<file path="src/rtl/bcd_pkg.sv">
// Shared constants, shifter state encoding and BCD validity check for the
// serial BCD transmit/receive path.
package bcd_pkg;
  localparam int         BCD_W      = 4;
  localparam logic [3:0] BCD_MAX    = 4'd9;
  localparam int         FRAME_BITS = 4;

  typedef enum logic {S_IDLE, S_SHIFT} state_e;

  function automatic logic is_bcd(input logic [BCD_W-1:0] d);
    return d <= BCD_MAX;
  endfunction
endpackage

</file>
<file path="src/rtl/bcd_fifo.sv">
// Small power-of-two FIFO for BCD digits; head is readable combinationally.
// Push when full and pop when empty are ignored.
module bcd_fifo
  import bcd_pkg::*;
#(
  parameter int DEPTH = 2,
  parameter int W     = BCD_W,
  localparam int PW   = $clog2(DEPTH),
  localparam int CW   = $clog2(DEPTH) + 1
) (
  input  logic          clock,
  input  logic          reset,
  input  logic          push,
  input  logic [W-1:0]  wdata,
  input  logic          pop,
  output logic [W-1:0]  rdata,
  output logic [CW-1:0] count,
  output logic          full,
  output logic          empty
);
  localparam logic [CW-1:0] DEPTH_C = CW'(DEPTH);

  logic [DEPTH-1:0][W-1:0] mem_q;
  logic [PW-1:0]           wr_ptr_q, wr_ptr_d, rd_ptr_q, rd_ptr_d;
  logic [CW-1:0]           count_q, count_d;
  logic                    do_push, do_pop;

  assign full    = (count_q == DEPTH_C);
  assign empty   = (count_q == '0);
  assign count   = count_q;
  assign rdata   = mem_q[rd_ptr_q];
  assign do_push = push & ~full;
  assign do_pop  = pop & ~empty;

  // Power-of-two depth lets the pointers wrap by plain overflow.
  always_comb begin
    wr_ptr_d = wr_ptr_q + PW'(do_push);
    rd_ptr_d = rd_ptr_q + PW'(do_pop);
    count_d  = count_q + CW'(do_push) - CW'(do_pop);
  end

  always_ff @(posedge clock or negedge reset) begin
    if (!reset) begin
      wr_ptr_q <= '0;
      rd_ptr_q <= '0;
      count_q  <= '0;
    end else begin
      wr_ptr_q <= wr_ptr_d;
      rd_ptr_q <= rd_ptr_d;
      count_q  <= count_d;
    end
  end

  always_ff @(posedge clock) begin
    if (do_push) mem_q[wr_ptr_q] <= wdata;
  end
endmodule

</file>
<file path="src/rtl/bcd_serial_tx.sv">
// BCD digit serializer: valid/ready digit input, FIFO, 4-bit gapless frames on x.
// Latency: digit written at edge k (empty FIFO, IDLE) is loaded at k+1; bit 1 is on x from k+1 to k+2.
module bcd_serial_tx
  import bcd_pkg::*;
#(
  parameter int DEPTH     = 2,
  parameter bit MSB_FIRST = 1'b1
) (
  input  logic             clock,
  input  logic             reset,
  input  logic [BCD_W-1:0] din,
  input  logic             din_valid,
  output logic             din_ready,
  output logic             x,
  output logic             x_valid,
  output logic             frame_first,
  output logic             frame_last,
  output logic             bcd_err,
  output logic             busy
);
  localparam int         CW       = $clog2(DEPTH) + 1;
  localparam logic [1:0] LAST_BIT = 2'(FRAME_BITS - 1);

  state_e           state_q, state_d;
  logic [BCD_W-1:0] sr_q, sr_d, head;
  logic [1:0]       bitcnt_q, bitcnt_d, bit_idx;
  logic             err_q, err_d;
  logic             fire, push, pop, full, empty, shifting;
  logic [CW-1:0]    count;

  bcd_fifo #(.DEPTH(DEPTH), .W(BCD_W)) u_fifo (
    .clock (clock),
    .reset (reset),
    .push  (push),
    .wdata (din),
    .pop   (pop),
    .rdata (head),
    .count (count),
    .full  (full),
    .empty (empty)
  );

  // Invalid codes still complete the handshake; they are just never stored.
  assign din_ready = ~full;
  assign fire      = din_valid & din_ready;
  assign push      = fire & is_bcd(din);
  assign err_d     = fire & ~is_bcd(din);

  always_comb begin
    state_d  = state_q;
    sr_d     = sr_q;
    bitcnt_d = bitcnt_q;
    pop      = 1'b0;
    case (state_q)
      S_IDLE: begin
        if (!empty) begin
          pop      = 1'b1;
          sr_d     = head;
          bitcnt_d = '0;
          state_d  = S_SHIFT;
        end
      end
      S_SHIFT: begin
        if (bitcnt_q == LAST_BIT) begin
          bitcnt_d = '0;
          if (!empty) begin
            pop  = 1'b1;
            sr_d = head;
          end else begin
            state_d = S_IDLE;
          end
        end else begin
          bitcnt_d = bitcnt_q + 2'd1;
        end
      end
      default: state_d = S_IDLE;
    endcase
  end

  always_ff @(posedge clock or negedge reset) begin
    if (!reset) begin
      state_q  <= S_IDLE;
      sr_q     <= '0;
      bitcnt_q <= '0;
      err_q    <= 1'b0;
    end else begin
      state_q  <= state_d;
      sr_q     <= sr_d;
      bitcnt_q <= bitcnt_d;
      err_q    <= err_d;
    end
  end

  // Outputs decode flops only; for 2-bit counts 3-n equals ~n.
  assign shifting    = (state_q == S_SHIFT);
  assign bit_idx     = MSB_FIRST ? ~bitcnt_q : bitcnt_q;
  assign x           = shifting & sr_q[bit_idx];
  assign x_valid     = shifting;
  assign frame_first = shifting & (bitcnt_q == 2'd0);
  assign frame_last  = shifting & (bitcnt_q == LAST_BIT);
  assign bcd_err     = err_q;
  assign busy        = (count != '0) | shifting;
endmodule

</file>
<file path="config.mk">
export PLATFORM = sky130hd
export DESIGN_NAME = bcd_serial_tx
export DESIGN_NICKNAME = d
export VERILOG_FILES = /design/src/rtl/bcd_pkg.sv /design/src/rtl/bcd_fifo.sv /design/src/rtl/bcd_serial_tx.sv
export SDC_FILE = /design/constraint.sdc
export NUM_CORES = 1
export LEC_CHECK = 0
export ABC_CLOCK_PERIOD_IN_PS = 2300
export BUFFER_PORTS_ARGS = -buffer_cell sky130_fd_sc_hd__buf_2
export CAP_MARGIN = 40
export CORE_MARGIN = 5
export CORE_UTILIZATION = 40
export DETAILED_ROUTE_END_ITERATION = 8
export HOLD_SLACK_MARGIN = 0.06
export PLACE_DENSITY_LB_ADDON = 0.15
export RECOVER_POWER = 25
export SETUP_SLACK_MARGIN = 0.2
export SYNTH_ARGS = -nofsm -noshare
export SYNTH_HDL_FRONTEND = slang
export SYNTH_SLANG_ARGS = --single-unit
</file>
<file path="constraint.sdc">
create_clock -name clock -period 2.3 [get_ports clock]
set_clock_uncertainty 0.15 [all_clocks]
set_input_delay 0.69 -clock clock [delete_from_list [all_inputs] [get_ports clock]]
set_output_delay 0.69 -clock clock [all_outputs]
set_load 0.005 [all_outputs]
</file>
==> results.sh <==
export IMPL_ys_warn_count=0
export IMPL_antenna_found_initial=0
export IMPL_diodes=0
export IMPL_nNetsFinal=94
export IMPL_synth_compound_area_frac=0.0195
export IMPL_crit_chain="mux4_2 > and2_4 > buf_6"
export IMPL_drc=0
export IMPL_vias=499
export IMPL_crit_path_end_kind="output port"
export IMPL_synth_edf_count=8
export IMPL_postSynthAreaPerCell_um2=14.7
export IMPL_synthToLayoutAreaGrowth_pct=22.3
export IMPL_tritoncts="yes"
export IMPL_swShare=0.290
export IMPL_ant_nets=0
export IMPL_ys_flop_type="dfrtp_1"
export IMPL_p_sw_mw=0.443
export IMPL_clockBufferDepth=2
export IMPL_slew_violations=0
export IMPL_cp_slowest_cell="mux4_2"
export IMPL_die_w_um=57.4
export IMPL_synth_xor_area_share=0.0293
export IMPL_drive_gt1_frac=0.438
export IMPL_fin_ws_ns=0.0304
export IMPL_tightest_slew_ns=0.633
export IMPL_cts_num_sinks=20
export IMPL_cpLargestDelayFamily="multiplexers"
export IMPL_portBuffers=13
export IMPL_post_dp_hpwl_mm=1.02
export IMPL_hp_class="input pin to async pin"
export IMPL_ys_ff_latch=20
export IMPL_rsz0062_at_grt="true"
export IMPL_place_ws_ns=0.193
export IMPL_finalNonFillerCells=108
export IMPL_cp_max_fo=2
export IMPL_setup_viol=0
export IMPL_synth_top_area_share=0.335
export IMPL_vdd_drop_max_mv=0.592
export IMPL_status="complete, no violations"
export IMPL_track_usage=0.0945
export IMPL_die_area_um2=3290
export IMPL_setup_worst_path_start_class="register"
export IMPL_syn_nets=74
export IMPL_synthTopCellsByArea="dfrtp_1, edfxtp_1, ha_1"
export IMPL_combinationalPowerShare=0.421
export IMPL_cts_max_level=1
export IMPL_cap_violations=0
export IMPL_synth_fa_ha_area_frac=0.0837
export IMPL_cp_required_ns=1.46
export IMPL_drt_pass1_iter_count=3
export IMPL_slew_headroom=0.578
export IMPL_pin_count=14
export IMPL_arrival_ns=1.43
export IMPL_p_int_mw=1.08
export IMPL_die_h_um=57.4
export IMPL_crit_buf_inv=1
export IMPL_ys_types=20
export IMPL_gp_congestion=0.655
export IMPL_post_route_period_util=0.987
export IMPL_clk_latency_ns=0.30
export IMPL_drt_iter0_drc=2
export IMPL_finalHoldViolCount=0
export IMPL_synth_seq_area_share=0.603
export IMPL_synth_simple_area_share=0.0697
export IMPL_fin_area_um2=1100
export IMPL_row_count=17
export IMPL_async_reset_ff_frac=0.600
export IMPL_synth_top_area_cell="dfrtp_1"
export IMPL_routed_wl_mm=1.36
export IMPL_grt_pass1_vias=534
export IMPL_p_leak_nw=0.497
export IMPL_numCtsBuffers=3
export IMPL_hold_worst_slack_ns=0.215
export IMPL_clk_transition_reported_paths_ns=0.12
export IMPL_final_core_util=0.506
export IMPL_cpPeakStageDelay_ns=0.46
export IMPL_p_seq_frac=0.393
export IMPL_via_per_inst=4.62
export IMPL_wl_per_cell_um=12.5
export IMPL_core_area_um2=2170
export IMPL_placed_area_um2=993
export IMPL_crit_type="register to output port"
export IMPL_fin_crit_ns=2.27
export IMPL_postSynthCellCount=61
export IMPL_cts_root_buf="clkbuf_4"
export IMPL_grt_max_degree=13
export IMPL_synth_most_common_cell="dfrtp_1"
export IMPL_netlist_area_um2=897
export IMPL_initial_utilization=0.413
export IMPL_fmax_mhz=441
export IMPL_synth_mux_area_fraction=0.158
export IMPL_ys_top_cells_by_count="dfrtp_1, edfxtp_1, ha_1, inv_1"
export IMPL_gr_total_overflow=0
export IMPL_synth_top_family_by_area="multiplexers"
export IMPL_p_clk_frac=0.186
export IMPL_num_fill_cells=205
export IMPL_dp_cells=102
export IMPL_grt_pass1_wl_mm=2.30
export IMPL_powerDensity_nw_per_um2=1390
[repair_timing]
item,4_1_cts,5_1_grt
setup buffers,1,1
setup endpoints to repair,2,5
pin swaps,1,1
gates resized for setup,1,9
hold buffers,0,0
[sequential cells by signal (all words and copies together) (netlist names)]
| signal | cells |
|---|---|
| u_fifo.mem_q | 8 |
| u_fifo.count | 2 |
| u_fifo.rd_ptr_q | 1 |
| u_fifo.wr_ptr_q | 1 |
| x_valid | 1 |
| bcd_err | 1 |
| sr_q | 4 |
| bitcnt_q | 2 |
[routing by layer]
metal	vias up	part of all wire	track usage	routed length, um
met5	-	0	0	0
met4	0	0.027	0.0695	36
met3	4	0.042	0.0226	57
met2	12	0.48	0.145	646
met1	238	0.45	0.114	614
li1	245	-	-	-
[final timing paths]
check	from	endpoint	cells after the start	slack, ns
setup reg to reg	bitcnt_q[0]$_DFFE_PN0P_	u_fifo.count[1]$_DFF_PN0_	9	0.31
min in group clock	sr_q[0]$_DFFE_PN0P_	sr_q[0]$_DFFE_PN0P_	1	0.39
hold reg to reg	sr_q[0]$_DFFE_PN0P_	sr_q[0]$_DFFE_PN0P_	1	0.39
max in group asynchronous	reset	x_valid$_DFF_PN0_	1	1.34
hold / removal	reset	u_fifo.wr_ptr_q$_DFF_PN0_	1	0.22
setup / recovery	sr_q[1]$_DFFE_PN0P_	x	3	0.03
[worst reg2reg max path: cells and delay by family (launching register included)]
kind / cells / cell delay [ns]
AOI/OAI and AO/OA: 1 / 0.12
DFF: 1 / 0.41
adders and majority gates: 3 / 0.63
and+or+nand+nor: 1 / 0.15
xor gates and xnor gates: 2 / 0.25
buffers and inverters: 2 / 0.19
[logic make-up (layout without fill, tap and decap cells)]
kind of cell               count (synthesis)  in the layout
DFF                                       20             20
AOI/OAI and AO/OA                          3              3
muxes                                     10             10
and+or+nand+nor                           12             12
xor gates and xnor gates                   3              3
buffers and inverters                      7             26
adders and majority gates                  6              6
[layout by cell type (no fill, tap or decap), types with 2 or more instances in the layout]
cell	instances
dfrtp_1	11
buf_2	10
edfxtp_1	8
inv_1	6
mux2_2	4
mux2_4	4
ha_1	4
nand2_1	3
clkbuf_4	3
buf_4	3
and2_1	2
nor2_1	2
ha_2	2
buf_6	2
[power by group through the flow]
| stage | sequential [mW] | clock [mW] | combinational (mW) |
|---|---|---|---|
| 2_1_floorplan | 0.581 | 0 | 0.434 |
| 3_3_place_gp | 0.604 | 0 | 0.529 |
| 3_5_place_dp | 0.610 | 0 | 0.541 |
| 4_1_cts | 0.599 | 0.292 | 0.564 |
| 5_1_grt | 0.616 | 0.305 | 0.722 |
| 6_report | 0.600 | 0.284 | 0.643 |
[metrics by stage]
step / TNS (ns) / power, mW
after floorplan: 0 / 1.01
after global placement: 0 / 1.13
after detailed placement: 0 / 1.15
after CTS: 0 / 1.46
after global routing: -0.0145 / 1.64
final: 0 / 1.53
[layout make-up]
cell class	count	area, um2	area share
flip-flops and latches	20	542	0.494
inverters	6	22.5	0.0205
well taps	28	35.0	0.0319
clock inverters	1	30.0	0.0274
clock buffers	3	22.5	0.0205
multi-input cells	34	347	0.316
repair buffers	16	98.8	0.0901
No activity file was read; power rests on OpenSTA's default activity.
